`src/rtl/sdr_pkg.sv`:
```
// rtl/sdr_pkg.sv - shared SDR datapath constants and CIC width helpers
//
// Purpose: defaults shared by the TX CIC interpolator and the RX CIC decimator,
// so that both ends always use the same stage count and rate ratio.
// Contents:
//   CIC_STAGES      default CIC order N
//   CIC_LOG2_RATIO  default log2 of the rate-change ratio R
//   clog2()         ceiling log2 of a positive integer
//   cic_acc_width() internal comb/integrator width for a given configuration
package sdr_pkg;

    localparam int CIC_STAGES     = 3;
    localparam int CIC_LOG2_RATIO = 14;

    function automatic int clog2(input int value);
        int result;
        result = 0;
        while ((1 << result) < value) begin
            result++;
        end
        return result;
    endfunction

    // Interpolator register growth is R^(N-1) times the input span; one extra
    // bit keeps the sign of a full-scale sample unambiguous in the comb chain.
    function automatic int cic_acc_width(input int width_in, input int stages,
                                         input int log2_ratio);
        return width_in + (stages - 1) * log2_ratio + 1;
    endfunction

endpackage

```
`src/rtl/cic_integrator.sv`:
```
// rtl/cic_integrator.sv - single wrapping CIC integrator stage
//
// Purpose: acc <= acc + din on every clk, modulo 2^ACC_W. Wrap-around is
// intentional: the comb/integrator pair only recovers the right result when
// every stage uses two's-complement modular arithmetic.
// Ports:
//   clk    clock
//   rst_n  asynchronous active-low reset, clears the accumulator
//   din    value added on each clock
//   acc    accumulator state
module cic_integrator
    import sdr_pkg::*;
#(
    parameter int ACC_W = cic_acc_width(8, CIC_STAGES, CIC_LOG2_RATIO)
) (
    input  logic             clk,
    input  logic             rst_n,
    input  logic [ACC_W-1:0] din,
    output logic [ACC_W-1:0] acc
);

    always_ff @(posedge clk or negedge rst_n) begin
        if (!rst_n) begin
            acc <= '0;
        end else begin
            acc <= acc + din;
        end
    end

endmodule

```
`src/rtl/cic_interpolator.sv`:
```
// rtl/cic_interpolator.sv - N-stage CIC interpolator by 2^LOG2_RATIO, unity DC gain
//
// Purpose: takes low-rate signed samples over a valid/ready handshake, runs them
// through comb -> zero-stuff -> integrators and emits one full-rate sample per clk.
// The output is the last integrator scaled by 2^-((N-1)*LOG2_RATIO) (floor).
// Ports:
//   clk          clock
//   rst_n        asynchronous active-low reset
//   d_in         signed low-rate sample
//   d_in_valid   d_in holds a sample
//   d_in_ready   one-cycle strobe every R clocks; transfer on valid && ready
//   d_out        signed full-rate sample
//   d_out_valid  sticky, set when the first accepted sample reaches d_out
//   underrun     sticky, a ready strobe found d_in_valid low
module cic_interpolator
    import sdr_pkg::*;
#(
    parameter int WIDTH_IN   = 8,
    parameter int WIDTH_OUT  = 8,
    parameter int STAGES     = CIC_STAGES,
    parameter int LOG2_RATIO = CIC_LOG2_RATIO
) (
    input  logic                 clk,
    input  logic                 rst_n,
    input  logic [WIDTH_IN-1:0]  d_in,
    input  logic                 d_in_valid,
    output logic                 d_in_ready,
    output logic [WIDTH_OUT-1:0] d_out,
    output logic                 d_out_valid,
    output logic                 underrun
);

    localparam int ACC_W   = cic_acc_width(WIDTH_IN, STAGES, LOG2_RATIO);
    localparam int OUT_MSB = WIDTH_IN + (STAGES - 1) * LOG2_RATIO - 1;
    localparam int OUT_LSB = OUT_MSB - WIDTH_OUT + 1;

    // Rate phase: the low-rate strobe is phase 0, which is also the reset
    // value, so the first strobe lands in the first cycle after release.
    logic [LOG2_RATIO-1:0] phase;
    logic                  strobe;
    logic                  accept;

    assign strobe     = (phase == '0);
    assign accept     = strobe && d_in_valid;
    assign d_in_ready = strobe && rst_n;

    always_ff @(posedge clk or negedge rst_n) begin
        if (!rst_n) begin
            phase <= '0;
        end else begin
            phase <= phase + LOG2_RATIO'(1);
        end
    end

    // Held sample: on an underrun the last good sample is repeated rather than
    // zero-filled, which keeps a DC level steady through a missed transfer.
    logic [WIDTH_IN-1:0] held;
    logic [WIDTH_IN-1:0] feed;

    always_ff @(posedge clk or negedge rst_n) begin
        if (!rst_n) begin
            held <= '0;
        end else if (accept) begin
            held <= d_in;
        end
    end

    assign feed = d_in_valid ? d_in : held;

    // Comb chain: combinational through all stages, delays advance on strobes.
    logic [ACC_W-1:0] comb_x   [STAGES+1];
    logic [ACC_W-1:0] comb_dly [STAGES];

    assign comb_x[0] = ACC_W'($signed(feed));

    for (genvar k = 0; k < STAGES; k++) begin : g_comb
        assign comb_x[k+1] = comb_x[k] - comb_dly[k];
    end

    always_ff @(posedge clk or negedge rst_n) begin
        if (!rst_n) begin
            for (int k = 0; k < STAGES; k++) begin
                comb_dly[k] <= '0;
            end
        end else if (strobe) begin
            for (int k = 0; k < STAGES; k++) begin
                comb_dly[k] <= comb_x[k];
            end
        end
    end

    // Zero-stuff: the comb result appears for one clk, zeros fill the rest.
    logic [ACC_W-1:0] zstuff;

    always_ff @(posedge clk or negedge rst_n) begin
        if (!rst_n) begin
            zstuff <= '0;
        end else begin
            zstuff <= strobe ? comb_x[STAGES] : '0;
        end
    end

    // Integrator cascade, each stage fed by the registered previous stage.
    logic [ACC_W-1:0] integ    [STAGES];
    logic [ACC_W-1:0] integ_in [STAGES];

    assign integ_in[0] = zstuff;

    for (genvar k = 0; k < STAGES; k++) begin : g_integ
        if (k > 0) begin : g_link
            assign integ_in[k] = integ[k-1];
        end
        cic_integrator #(
            .ACC_W (ACC_W)
        ) u_integ (
            .clk   (clk),
            .rst_n (rst_n),
            .din   (integ_in[k]),
            .acc   (integ[k])
        );
    end

    // accept_pipe[k] marks that an accepted sample is k+1 clocks past its
    // strobe; d_out first carries it one register after the last integrator.
    logic [STAGES:0] accept_pipe;

    always_ff @(posedge clk or negedge rst_n) begin
        if (!rst_n) begin
            d_out       <= '0;
            d_out_valid <= 1'b0;
            underrun    <= 1'b0;
            accept_pipe <= '0;
        end else begin
            d_out       <= integ[STAGES-1][OUT_MSB:OUT_LSB];
            accept_pipe <= {accept_pipe[STAGES-1:0], accept};
            if (accept_pipe[STAGES]) begin
                d_out_valid <= 1'b1;
            end
            if (strobe && !d_in_valid) begin
                underrun <= 1'b1;
            end
        end
    end

    // Bits of the last integrator below the output LSB (dropped by the floor
    // scaling) and the guard MSB are deliberately not brought out.
    logic unused_integ_bits;

    if (OUT_LSB > 0) begin : g_unused_lsb
        assign unused_integ_bits = ^{integ[STAGES-1][ACC_W-1],
                                     integ[STAGES-1][OUT_LSB-1:0]};
    end else begin : g_unused_msb
        assign unused_integ_bits = integ[STAGES-1][ACC_W-1];
    end

endmodule
```
`config.mk`:
```
export PLATFORM = sky130hd
export DESIGN_NAME = cic_interpolator
export DESIGN_NICKNAME = d
export VERILOG_FILES = /design/src/rtl/sdr_pkg.sv /design/src/rtl/cic_integrator.sv /design/src/rtl/cic_interpolator.sv
export SDC_FILE = /design/constraint.sdc
export NUM_CORES = 1
export LEC_CHECK = 0
export CAP_MARGIN = 20
export CORE_ASPECT_RATIO = 1.25
export CORE_MARGIN = 2
export CORE_UTILIZATION = 40
export DETAILED_ROUTE_END_ITERATION = 16
export PLACE_DENSITY_LB_ADDON = 0.08
export SYNTH_ARGS = -nofsm -noshare
export SYNTH_HDL_FRONTEND = slang
export SYNTH_SLANG_ARGS = --single-unit
```
`constraint.sdc`:
```
create_clock -name clk -period 6.9 [get_ports clk]
set_input_delay 1.38 -clock clk [delete_from_list [all_inputs] [get_ports clk]]
set_output_delay 1.38 -clock clk [all_outputs]
set_load 0.03 [all_outputs]
```
* Yosys cells after proc, flatten, opt, wreduce, memory -nomap -nowiden
Index checks and enable logic that the tools add are counted. W data, S select, Z words.
Word-level totals: register bits after elaboration 266, word-level logic and storage cells 27
Operators by class: $add $sub $neg 7, mux-type cells 2, reductions and logical operators 5
Operators with widths (number):
- $add A37 B37 Y37 | 3
- $sub A37 B37 Y37 | 2
- $mux W37 | 1
- $add A14 B1 Y14 const B | 1
- $logic_not A14 Y1 | 1
- $sub A8 B8 Y9 | 1
- $mux W8 | 1
- $logic_and A1 B1 Y1 | 3
- $logic_not A1 Y1 | 1

* Longest topological paths before layout
depth in word-level cells 5, gate-level depth with buffers 31

* Cells and area by module
Synthesis repeated with hierarchy kept, for this count alone.
Second synthesis, totals: cell total of the unflattened synthesis 1920, area total of the unflattened synthesis 17013.8 um^2
Modules (own cells, without submodules):
- cic_integrator | times used 3, cells each 370, area an instance 3145.5 um^2, seq. area each 925.9 um^2
- cic_interpolator | times used 1, cells each 810, area an instance 7577.3 um^2, seq. area each 3128.0 um^2

* Worst setup path before layout
OpenSTA, ideal clock, no wires.
kind in2reg, start point input d_in_valid, end point register zstuff[32], setup time 0.132 ns, arrival 7.251 ns, path slack -0.483 ns, cell stages on the path 26, path buffers 1, cell sequence clkbuf_1 mux2_2 ha_1 nand2_1 nand2_1 a21oi_1 o21bai_1 a21oi_1 nand2b_1 a31oi_1 inv_1 ha_1 o21ai_0 nand2b_1 fa_1 ha_1 a21o_1 a21o_1 a21o_1 nor3_1 o21ai_1 a41oi_1 o211ai_1 o31ai_1 xor2_1 nor2_1
RTL lines:
- from (decl) | RTL line cic_interpolator.sv:26 | input logic d_in_valid,
- to (signal assigned) | RTL line cic_interpolator.sv:99 | zstuff <= strobe ? comb_x[STAGES] : '0;
- to (decl) | RTL line cic_interpolator.sv:93 | logic [ACC_W-1:0] zstuff;

==> out/metrics.csv <==
metric;value;unit
Setup violations, final;0;
most common cell after layout, fill and taps aside;dfrtp_1;
pin count of the biggest net entering global routing;75;
reg2reg path depth;30;
Seq cells post-synth;232;
max_slew headroom;39.0;%
Worst R2R End;zstuff[32]$_DFF_PN0_;
worst path bufs/invs;5;
Clk Latency, worst-skew pair;0.56;ns
CTS root buf;clkbuf_16;
crit path DAT;6.89;ns
DR vias;11336;
Leak;8.36;nW
max-slew violations;0;
final hold slack;0.340;ns
worst-path fanout max;6;
vias in the first global route;11390;
pwr dens;483;nW/µm²
crit path kind;in2reg;
CTS Buf Count;28;
Mapped Area;15000;µm²
CP max stage delay;0.46;ns
Setup crit start kind;input port;
# IOs;22;
Congestion Overflow GR;0;
Non-Filler Instances;2203;
Hold Path Origin;accept_pipe[0]$_DFF_PN0_;
Hold WC Path Type;reg2reg;
Seq/Total Area, Yosys;38.7;%
Min-Delay Endpoint;accept_pipe[1]$_DFF_PN0_;
share of layout cells above drive strength 1;10.7;%
DP Worst Slack;-0.723;ns
yosys warns;0;
DPL Wire Length;24500;µm
CTS clk-pin slew, worst paths;0.06;ns
Fin. Hold Viols;0;
Primary FF master, synth;dfrtp_1;
vias per std cell;5.15;
setup_tns;0;ns
Site Rows;79;
Total GRT Usage;17.0;%
drt wl/cell;14.6;µm
Peak VDD IR;184;µV
Clock Tree Buf Depth;3;
first-pass GRT wire length;55000;µm
clk_skew;0.0232;ns
Ant. Diodes;0;
MaxCap Viol Count;0;
initial antenna violation count;0;
die area;39100;µm²
Final GP Congestion;0.879;
Starting DRT DRC Count;466;
final worst path period share;93.9;%
antenna-violating nets left;0;
register-to-register setup slack;1.32;ns
Design Area, Final;17400;µm²
placed insts;2150;
chip height;221;µm
post-route DRC violation count;0;
final net count;1881;
Worst R2R Start;held[0]$_DFFE_PN0P_;
status;finished clean;
Post-synth EDFFs;0;
max frequency;154;MHz
Hold Path Depth;0;
family with the most delay on the worst path;compound AO/OA/AOI/OAI gates;
synthesized instance count;1589;
Worst EP required;7.32;ns
Clock Sinks;232;
Worst Tran Pin Value;0.915;ns
fraction of registers with async set/reset;100;%
Starting Density;40.5;%
library cells used by synthesis;65;
Crit. End Element;flop;
Routed WL;32100;µm
Slowest-stage cell, CP;fa_1;
CTS tree;yes;
DP Area;16400;µm²
final worst slack;0.422;ns
Die X-Extent;177;µm
hold_buf cts;0;
min cycle time layout;6.48;ns
drt first pass iters;4;
CORE AREA;37100;µm²
CTS H-tree lvls;1;
commonest cells after routing, fill and taps aside;dfrtp_1 (232), ha_1 (157), a21oi_1 (140);
Mean Syn Cell Area;9.44;µm²
Layout area overhead;16.1;%
IO buf count;21;
Synth Net Count;1774;
## how the worst max path moves through the flow
stage	start	to	slack [ns]	cells past startpoint
after floorplan	d_in_valid	zstuff[32]$_DFF_PN0_	0.03	30
after CTS	d_in_valid	zstuff[32]$_DFF_PN0_	0.01	30
final	d_in[0]	zstuff[32]$_DFF_PN0_	0.42	31
after global placement	d_in_valid	zstuff[32]$_DFF_PN0_	-0.56	30
after detailed placement	d_in_valid	zstuff[29]$_DFF_PN0_	-0.72	27
after global routing	d_in[0]	zstuff[32]$_DFF_PN0_	-0.03	30
## final cells by class
class	instances	area, µm²
fillers	3611	19700
clock buffers	39	813
flip-flops and latches	232	5810
well taps	486	608
repair buffers	112	901
multi-input cells	1220	8740
clock inverters	12	160
inverters	102	383
## worst reg2reg max path, delay by kind of cell (launching register included)
kind	cells	cell delay, ns
flops	1	0.38
buf+inv	4	0.50
fa+ha+maj	5	1.57
simple gates	6	0.49
xor+xnor	2	0.33
mux	1	0.20
compound gates	12	1.99
## sequential cells by signal (all words and copies together), names as in the netlist
| register | cells |
|---|---|
| underrun | 1 |
| zstuff | 36 |
| phase | 14 |
| d_out | 8 |
| d_out_valid | 1 |
| held | 8 |
| g_integ.u_integ.acc | 108 |
| comb_dly | 52 |
| accept_pipe | 4 |
## cells by family (layout without fill, tap and decap cells)
logic type / after synthesis / count (layout) / synth area share (%)
xor gates and xnor gates: 144 / 144 / 8.40
buffers and inverters: 137 / 265 / 3.48
and+or+nand+nor: 405 / 405 / 12.9
muxes: 16 / 16 / 1.19
adders and majority gates: 174 / 174 / 15.3
DFF: 232 / 232 / 38.7
AOI/OAI and AO/OA: 481 / 481 / 20.0
## routing by layer
metal  share of wire (%)  global-route usage, %  up-vias
met5                   0                      0        -
met4                 2.8                   5.29        0
met3                 2.4                   1.91       54
met2                  48                   29.5      110
met1                  47                   22.3     5327
li1                    -                      -     5845
## synthesized netlist by cell type (15+ instances only)
master      n  share of area (%)
a21boi_0   20                1.0
a21o_1     72                3.6
a21oi_1   142                4.7
a31oi_1    23               0.96
and3_1     20               0.83
clkbuf_1   32               0.80
dfrtp_1   232                 39
fa_1       16                2.1
ha_1      158                 13
inv_1     102                2.6
mux2_2     15                1.1
nand2_1   123                3.1
nand2b_1   30                1.3
nand3_1    24               0.80
nand4_1    17               0.71
nor2_1    108                2.7
nor2b_1    27                1.1
nor3_1     16               0.53
o21a_1     21                1.1
o21ai_0   117                3.9
o21bai_1   15               0.75
xnor2_1    85                5.0
xor2_1     59                3.4
## power breakdown
group | switching, mW | internal [mW] | total (mW)
clock network | 0.578 | 0.965 | 1.54
registers | 0.209 | 1.74 | 1.95
logic | 2.62 | 2.29 | 4.92
total | 3.41 | 5.00 | 8.41
## metrics by stage
| step | total power [mW] | utilization, % |
|---|---|---|
| floorplan | 5.55 | - |
| global placement | 6.81 | 44.2 |
| detailed placement | 6.85 | 44.2 |
| CTS | 8.47 | 46.8 |
| global route | 9.19 | 47.0 |
| finish | 8.41 | 47.0 |
## timing repair
action | in CTS | in global routing
pin swaps | 3 | 3
setup buffers | 0 | 2
resized for setup | 10 | 14
endpoints found under the setup margin | 10 | 17
cloned | 0 | 0
Power figures use the tool's default switching activity.
